$ cat src/rtl/fram_pkg.sv
// Shared constants for the filtered-output RAM path and the reader FSM states.
package fram_pkg;

  localparam int FRAM_ADDR_W      = 10;
  localparam int FRAM_DATA_W      = 32;
  localparam int FRAM_NUM_SAMPLES = 1000;

  typedef enum logic [2:0] {
    ST_IDLE     = 3'd0,
    ST_WAIT_SRC = 3'd1,
    ST_STREAM   = 3'd2,
    ST_DRAIN    = 3'd3,
    ST_DONE     = 3'd4
  } rd_state_e;

endpackage

$ cat src/rtl/sample_fifo.sv
// Small synchronous FIFO with a first-word-fall-through head.
// A push is dropped when full and a pop is ignored when empty. The reader
// never reaches either case, so these guards only protect the pointers.
module sample_fifo #(
  parameter int DEPTH = 4,
  parameter int WIDTH = 32
) (
  input  logic                         clk,
  input  logic                         rst,
  input  logic                         push_i,
  input  logic [WIDTH-1:0]             push_data_i,
  input  logic                         pop_i,
  output logic [WIDTH-1:0]             head_o,
  output logic [$clog2(DEPTH+1)-1:0]   count_o,
  output logic                         full_o,
  output logic                         empty_o
);

  localparam int PTR_W = (DEPTH > 1) ? $clog2(DEPTH) : 1;
  localparam int CNT_W = $clog2(DEPTH + 1);

  logic [WIDTH-1:0] mem_q [DEPTH];
  logic [PTR_W-1:0] wr_ptr_q, rd_ptr_q;
  logic [CNT_W-1:0] count_q, count_d;
  logic             push_ok, pop_ok;

  function automatic logic [PTR_W-1:0] ptr_inc(input logic [PTR_W-1:0] p);
    return (p == PTR_W'(DEPTH - 1)) ? '0 : p + PTR_W'(1);
  endfunction

  assign full_o  = (count_q == CNT_W'(DEPTH));
  assign empty_o = (count_q == '0);
  assign count_o = count_q;
  assign head_o  = mem_q[rd_ptr_q];
  assign push_ok = push_i && !full_o;
  assign pop_ok  = pop_i && !empty_o;

  // Occupancy: a simultaneous push and pop leaves the count unchanged.
  always_comb begin
    count_d = count_q;
    case ({push_ok, pop_ok})
      2'b10:   count_d = count_q + CNT_W'(1);
      2'b01:   count_d = count_q - CNT_W'(1);
      default: count_d = count_q;
    endcase
  end

  // Storage, pointers and count; storage clears so the head reads 0 after reset.
  always_ff @(posedge clk) begin
    if (rst) begin
      wr_ptr_q <= '0;
      rd_ptr_q <= '0;
      count_q  <= '0;
      for (int i = 0; i < DEPTH; i++) mem_q[i] <= '0;
    end else begin
      if (push_ok) begin
        mem_q[wr_ptr_q] <= push_data_i;
        wr_ptr_q        <= ptr_inc(wr_ptr_q);
      end
      if (pop_ok) rd_ptr_q <= ptr_inc(rd_ptr_q);
      count_q <= count_d;
    end
  end

endmodule

$ cat src/rtl/fram_stream_reader.sv
// Walks the filtered-output RAM from address 0 to NUM_SAMPLES-1 and streams
// each sample on a valid/ready port, prefetching to hide the RAM latency.
//
// Handshake: m_valid is the FIFO non-empty flag; a beat transfers in every
// cycle where m_valid && m_ready, and while m_ready is low the head
// (m_data/m_valid/m_last) holds. m_valid never drops without a transfer.
//
// Read pipeline: a read decided in cycle t loads ram_addr at t+1. pipe_q[0]
// qualifies ram_addr, and pipe_q[RD_LAT] qualifies ram_dout RD_LAT cycles
// later, which is the cycle the sample is pushed. The first read is issued
// in the same cycle a start is accepted with src_ready already high, so
// ram_addr=0 appears the cycle after start.
module fram_stream_reader
  import fram_pkg::*;
#(
  parameter int ADDR_W      = FRAM_ADDR_W,
  parameter int DATA_W      = FRAM_DATA_W,
  parameter int NUM_SAMPLES = FRAM_NUM_SAMPLES,
  parameter int RD_LAT      = 1,
  parameter int FIFO_DEPTH  = 4
) (
  input  logic                                          clk,
  input  logic                                          rst,
  input  logic                                          start,
  input  logic                                          src_ready,
  output logic [ADDR_W-1:0]                             ram_addr,
  input  logic [DATA_W-1:0]                             ram_dout,
  output logic [DATA_W-1:0]                             m_data,
  output logic                                          m_valid,
  input  logic                                          m_ready,
  output logic                                          m_last,
  output logic                                          busy,
  output logic                                          done,
  output rd_state_e                                     dbg_state_o,
  output logic [$clog2(FIFO_DEPTH+RD_LAT+2)-1:0]        dbg_outstanding_o
);

  localparam int SCNT_W = ADDR_W + 1;
  localparam int FCNT_W = $clog2(FIFO_DEPTH + 1);
  localparam int OCC_W  = $clog2(FIFO_DEPTH + RD_LAT + 2);
  localparam logic [SCNT_W-1:0] N_ALL  = SCNT_W'(NUM_SAMPLES);
  localparam logic [SCNT_W-1:0] N_LAST = SCNT_W'(NUM_SAMPLES - 1);

  rd_state_e         state_q, state_d;
  logic [SCNT_W-1:0] issued_cnt_q, issued_cnt_d;
  logic [SCNT_W-1:0] sent_cnt_q, sent_cnt_d;
  logic [ADDR_W-1:0] ram_addr_q;
  logic [RD_LAT:0]   pipe_q;
  logic [OCC_W-1:0]  inflight, occupancy;
  logic [FCNT_W-1:0] fifo_count;
  logic              fifo_full, fifo_empty;
  logic              issue_req, issue, handshake, last_hs, frame_end;

  sample_fifo #(
    .DEPTH (FIFO_DEPTH),
    .WIDTH (DATA_W)
  ) u_fifo (
    .clk         (clk),
    .rst         (rst),
    .push_i      (pipe_q[RD_LAT]),
    .push_data_i (ram_dout),
    .pop_i       (handshake),
    .head_o      (m_data),
    .count_o     (fifo_count),
    .full_o      (fifo_full),
    .empty_o     (fifo_empty)
  );

  assign m_valid   = !fifo_empty;
  assign handshake = m_valid && m_ready;
  assign last_hs   = handshake && (sent_cnt_q == N_LAST);
  assign frame_end = (state_q == ST_DRAIN) && last_hs;
  assign m_last    = m_valid && (sent_cnt_q == N_LAST);
  assign busy      = (state_q == ST_WAIT_SRC) || (state_q == ST_STREAM) || (state_q == ST_DRAIN);
  assign done      = (state_q == ST_DONE);
  assign ram_addr  = ram_addr_q;

  assign dbg_state_o       = state_q;
  assign dbg_outstanding_o = occupancy;

  // Reads still in the RAM pipeline plus samples already buffered.
  always_comb begin
    inflight = '0;
    for (int i = 0; i <= RD_LAT; i++) inflight = inflight + OCC_W'(pipe_q[i]);
    occupancy = inflight + OCC_W'(fifo_count);
  end

  // Issue decision and next state; src_ready only matters until streaming begins.
  always_comb begin
    issue_req = 1'b0;
    state_d   = state_q;
    case (state_q)
      ST_IDLE: begin
        issue_req = start && src_ready;
        if (start) state_d = ST_WAIT_SRC;
      end
      ST_WAIT_SRC: begin
        issue_req = src_ready;
        if (src_ready) state_d = (issued_cnt_d == N_ALL) ? ST_DRAIN : ST_STREAM;
      end
      ST_STREAM: begin
        issue_req = 1'b1;
        if (issued_cnt_d == N_ALL) state_d = ST_DRAIN;
      end
      ST_DRAIN: begin
        if (last_hs) state_d = ST_DONE;
      end
      ST_DONE: begin
        issue_req = start && src_ready;
        if (start) state_d = ST_WAIT_SRC;
      end
      default: state_d = ST_IDLE;
    endcase
  end

  assign issue = issue_req && (issued_cnt_q < N_ALL) &&
                 (occupancy < OCC_W'(FIFO_DEPTH)) && !fifo_full;

  // Frame counters; both clear on the final handshake so DONE is ready for the next start.
  always_comb begin
    issued_cnt_d = issued_cnt_q;
    sent_cnt_d   = sent_cnt_q;
    if (frame_end) begin
      issued_cnt_d = '0;
      sent_cnt_d   = '0;
    end else begin
      if (issue)     issued_cnt_d = issued_cnt_q + SCNT_W'(1);
      if (handshake) sent_cnt_d   = sent_cnt_q + SCNT_W'(1);
    end
  end

  // State, counters, address and read-valid pipeline registers.
  always_ff @(posedge clk) begin
    if (rst) begin
      state_q      <= ST_IDLE;
      issued_cnt_q <= '0;
      sent_cnt_q   <= '0;
      ram_addr_q   <= '0;
      pipe_q       <= '0;
    end else begin
      state_q      <= state_d;
      issued_cnt_q <= issued_cnt_d;
      sent_cnt_q   <= sent_cnt_d;
      if (issue) ram_addr_q <= issued_cnt_q[ADDR_W-1:0];
      pipe_q       <= {pipe_q[RD_LAT-1:0], issue};
    end
  end

endmodule

$ cat config.mk
export PLATFORM = sky130hd
export DESIGN_NAME = fram_stream_reader
export DESIGN_NICKNAME = d
export VERILOG_FILES = /design/src/rtl/fram_pkg.sv /design/src/rtl/sample_fifo.sv /design/src/rtl/fram_stream_reader.sv
export SDC_FILE = /design/constraint.sdc
export NUM_CORES = 1
export LEC_CHECK = 0
export ABC_AREA = 1
export ABC_CLOCK_PERIOD_IN_PS = 10100
export CAP_MARGIN = 10
export CORE_MARGIN = 1.5
export CORE_UTILIZATION = 30
export CTS_CLUSTER_SIZE = 8
export DETAILED_ROUTE_END_ITERATION = 7
export GPL_TIMING_DRIVEN = 0
export SYNTH_ARGS = -nofsm -noshare
export SYNTH_HDL_FRONTEND = slang
export SYNTH_SLANG_ARGS = --single-unit
export TNS_END_PERCENT = 50
$ cat constraint.sdc
create_clock -name clk -period 10.1 [get_ports clk]
set_input_delay 1.515 -clock clk [delete_from_list [all_inputs] [get_ports clk]]
set_output_delay 1.515 -clock clk [all_outputs]
set_load 0.01 [all_outputs]
; ---- After elaboration in Yosys (flattened, before gate mapping)
; Memory sizes are Yosys's and may differ from the RTL's. A register that Yosys moved wholly into a read port is not among the register bits.
; Index checks and enable logic that the tools add are counted.
[totals]
ff_bits = 44
mem_bits_rw = 128
in_bits = 37
out_inout_bits = 52
word_cells = 77
n_memories = 1
[memory_table]
columns = memory, words, width, read_ports, rd_clocked_by_memory_dff, write_ports, line_no
row1 = u_fifo.mem_q, 4, 32, 1, 1, 4, sample_fifo.sv:22  ; logic [WIDTH-1:0] mem_q [DEPTH];
[classes]
add_sub_neg = 8
n_lt_le_gt_ge = 2
eq_ne = 15
muxes = 22
reduce_logical = 21
[ops]
columns = operator, count
row1 = $mux 32, 1
row2 = $reduce_or 32->1, 1
row3 = $add 11x1->11 const B, 2
row4 = $eq 11x10->1 const B, 2
row5 = $mux 11, 2
row6 = $mux 3, 4
row7 = $pmux 3 s4, 1
row8 = $lt 11x10->1 const B, 1
row9 = $logic_and 1x1->1, 10
row10 = $mux 2, 5
row11 = $mux 1, 7
row12 = $eq 2x2->1 const B, 3
row13 = $eq 3x2->1 const B, 2
row14 = $eq 3x3->1 const B, 2
row15 = $logic_not 3->1, 2
row16 = $pmux 3 s2, 1
row17 = $add 2x1->2 const B, 2
row18 = $ne 2x1->1 const B, 2
row19 = $ne 2x2->1 const B, 2
row20 = $reduce_and 4->1, 1
row21 = $reduce_or 2->1, 2
row22 = $add 2x3->3, 1
row23 = $add 3x1->3 const B, 1
row24 = $eq 3x1->1 const B, 1
row25 = 8 further kinds, 10

; ---- Depth between registers and ports, before layout
[depth]
ltp_word = 12
mapped_depth = 22
ltp_nobuf = 22

; ---- Hierarchy
; A second synthesis with hierarchy kept.
[hier_totals]
cells_unflattened = 866
area_unflattened_um2 = 8197.9
[modules_own_cells]
columns = mod, n_inst, cells_each, area_per_inst_um2, seq_area_each_um2
row1 = sample_fifo, 1, 555, 6113.4, 4023.9
row2 = fram_stream_reader, 1, 311, 2084.5, 740.7

; ---- Least setup slack after synthesis
; Ideal clock, no wire load.
[synth_path]
kind = register -> register
from = register u_fifo.count_q[1], in the netlist u_fifo.count_o[1]
to = memory u_fifo.mem_q[3][0], enable pin
setup_time_ps = 470
arrival_ps = 3125
required_ps = 9630
slack_ps = 6506
stages_incl_launch_ff = 5
path_buffers = 0
synth_period_minus_slack_ps = 3594
path_cell_list = dfxtp_1 inv_2 nand3_1 nand2_1 o31ai_1
[synth_rtl]
columns = item, line_no
row1 = from (decl), sample_fifo.sv:24  ; logic [CNT_W-1:0] count_q, count_d;
row2 = from (signal assigned), sample_fifo.sv:61  ; count_q <= count_d;
row3 = to (decl), sample_fifo.sv:22

==> impl_metrics.ini <==
[die]
die_y_um = 163
initial_utilization_pct = 30.6
die_w_um = 163
fp-row-count = 58
ioPinCount = 89
die_area_mm2 = 0.0266
core_area_mm2 = 0.0252

[logic_synthesis]
synthCells = 816
synth-main-ff-cell = edfxtp_1
synth_adder_area_share_pct = 1.50
synthTopCellsByArea = edfxtp_1 50%, dfxtp_1 12%, nor2_1 12%
yosysWarnings = 0
synth_edf_count = 128
async_reset_ff_share_pct = 0
yosys-mux-area-fraction_pct = 0
yosysSeqAreaShare_pct = 61.9
synth_top_family_by_area = simple AND/OR/NAND/NOR gates
synth_area_mm2 = 0.00769
syn_avg_cell_area_um2 = 9.43
yosysTopAreaCell = edfxtp_1
synth-simple-area-share_pct = 19.8
synth-xor-area-share_pct = 0.797
synth-compound-area-share_pct = 9.97
synth_top_area_share_pct = 50.0
ys_ff_latch = 174
syn-num-nets = 861
ys_types = 39

[sta]
slew_headroom_pct = 39.2
slew_violations = 0
finalHoldViolCount = 0
clock.fmax_mhz = 236
fin_setup_tns_ns = 0
rsz0062_at_grt = no
worst_slew_pin_slew_ns = 0.909
fin_crit_ns = 4.23
setup_violations = 0
fin_crit_sh_pct = 41.9
skew_ns = 0.0105

[worst_setup_path]
path_max_fanout = 10
cp.arrival_ns = 2.72
required_ns = 8.59
path_class = flop to output port
cp-start-kind = flop
endpoint_kind = output port

[final_layout]
fin_cells = 1268
n_antenna_cell = 0
finish.utilization_pct = 38.2
fillers = 2503
design_area_mm2 = 0.00962
drive_gt1_share_pct = 5.97
fin_nets = 970
syn_to_final_growth_pct = 25.0

[global_route]
overflow = 0
grt_max_degree = 33
grt_usage_pct = 15.1
grt_pass1_vias = 5803
grt_antenna_before_repair = 0
grt_pass1_wl_mm = 30.7

[power_and_ir_drop]
leakage_nw = 3.83
power_mw = 2.27
ir_worst_vdd_v = 0.000111
power_density_mw_per_mm2 = 236

[drt]
final_antenna_net_count = 0
num_vias = 5935
wl_met2_mm = 9.51
met1_length_mm = 8.91
drc = 0
routed_via_density = 4.68
wire_per_inst_um = 15.5
drt_pass1_iterations = 5
drt_iter0_markers = 544
wl_met3_um = 982
top_layer_used = met4
routed_wl_mm = 19.6

[status]
outcome = complete, no violations

[clock_network]
cts_max_path_buffers = 2
cts_root_buf = clkbuf_16
cts_hold_buf = 0
h-tree-depth = 4
cts_tree = yes
cts.clk_slew.worst_paths_ns = 0.07
clk_latency_ns = 0.44
cts.sink_count = 174
cts_buffers = 17
post_cts_buffers = 0
cts_resized = 0

[placement]
routabilityCongestion = 0.855
dpl.hpwl_mm = 13.0
placedCellCount = 1236
io_buffers = 88
place_area_mm2 = 0.00905

[hold_path]
hp-class = flop to flop

[job]
drv_cap = 0
critical path, cell delays in order (launching register included):
cell	delay, ns
dfxtp_1	0.33
clkbuf_1	0.36
clkinv_1	0.38
clkbuf_1	0.33
o21ai_0	0.28
o22ai_1	0.12
clkdlybuf4s50_1	0.49
through the flow:
step           hold slack [ns]  setup WS, ns
6_report                 0.471          5.87
3_3_place_gp             0.449          4.45
5_1_grt                  0.493          5.66
4_1_cts                  0.476          5.83
2_1_floorplan            0.441          6.51
3_5_place_dp             0.458          5.51
cells in the final DEF (no fill, tap or decap), types with 3 or more instances in the layout:
master and instances:
clkinv_1 3, inv_6 3, nand2_1 63, clkbuf_1 30
nor2_1 241, ha_1 6, nand4_1 6, clkbuf_16 17
edfxtp_1 128, a21oi_1 20, buf_1 5, inv_1 81
nor3_1 8, nand3_1 23, dfxtp_1 46, clkdlybuf4s50_1 88
xor2_1 6, o21ai_0 81, nand2_2 7, o22ai_1 34
nor2_2 4, clkinv_4 5
worst paths after layout:
| check | from | endpoint | slack, ns | cells after the start |
|---|---|---|---|---|
| worst min-delay path | ram_addr[0] | ram_addr[0] | 0.47 | 2 |
| worst min register to register | ram_addr[0] | ram_addr[0] | 0.47 | 2 |
| worst max-delay path | flop | m_data[15] | 5.87 | 6 |
| worst max register to register | u_fifo.count_o[0] | u_fifo.mem_q[0][28] | 6.77 | 9 |
layout make-up:
| cell class | count | area [um^2] | area share (%) |
|---|---|---|---|
| Buffer | 36 | 145 | 1.51 |
| Sequential cell | 174 | 4760 | 49.6 |
| Tap cell | 330 | 413 | 4.29 |
| Multi-Input combinational cell | 521 | 2490 | 25.9 |
| Timing Repair Buffer | 90 | 923 | 9.60 |
| Clock buffer | 19 | 433 | 4.50 |
| Clock inverter | 13 | 131 | 1.37 |
| Inverter | 85 | 319 | 3.32 |
synth_stat cells (all sizes together) (8+ instances only):
master,n
nor2,246
edfxtp,128
inv,83
o21ai,81
nand2,71
dfxtp,46
o22ai,34
clkbuf,28
nand3,26
a21oi,20
nor3,9
buf,8
flip-flops by register name (all words and copies together) (netlist names), named ones only:
| signal | flops |
|---|---|
| sent_cnt_q | 11 |
| u_fifo.rd_ptr_q | 2 |
| u_fifo.count_o | 3 |
| dbg_state_o | 3 |
| issued_cnt_q | 11 |
| u_fifo.wr_ptr_q | 2 |
| pipe_q | 2 |
| ram_addr | 10 |
| u_fifo.mem_q | 128 |
report_power, final:
part / leakage [nW] / internal [mW] / switching (mW) / total [mW]
logic: 1.85 / 0.312 / 0.429 / 0.741
clock network: 0.278 / 0.346 / 0.299 / 0.645
registers: 1.70 / 0.844 / 0.0432 / 0.887
routing by layer:
layer / up-vias / track usage [%]
met5: - / 0
met4: 0 / 3.46
met3: 17 / 3.91
met2: 144 / 25.8
met1: 2832 / 19.1
li1: 2942 / -
kinds of logic (layout without fill, tap and decap cells):
kind of cell | after synthesis | count (layout)
and+or+nand+nor | 365 | 365
DFF | 174 | 174
AOI/OAI and AO/OA | 141 | 141
buffers and inverters | 121 | 243
adders and majority gates | 8 | 8
xor gates and xnor gates | 7 | 7
(Power assumes the default switching activity.)
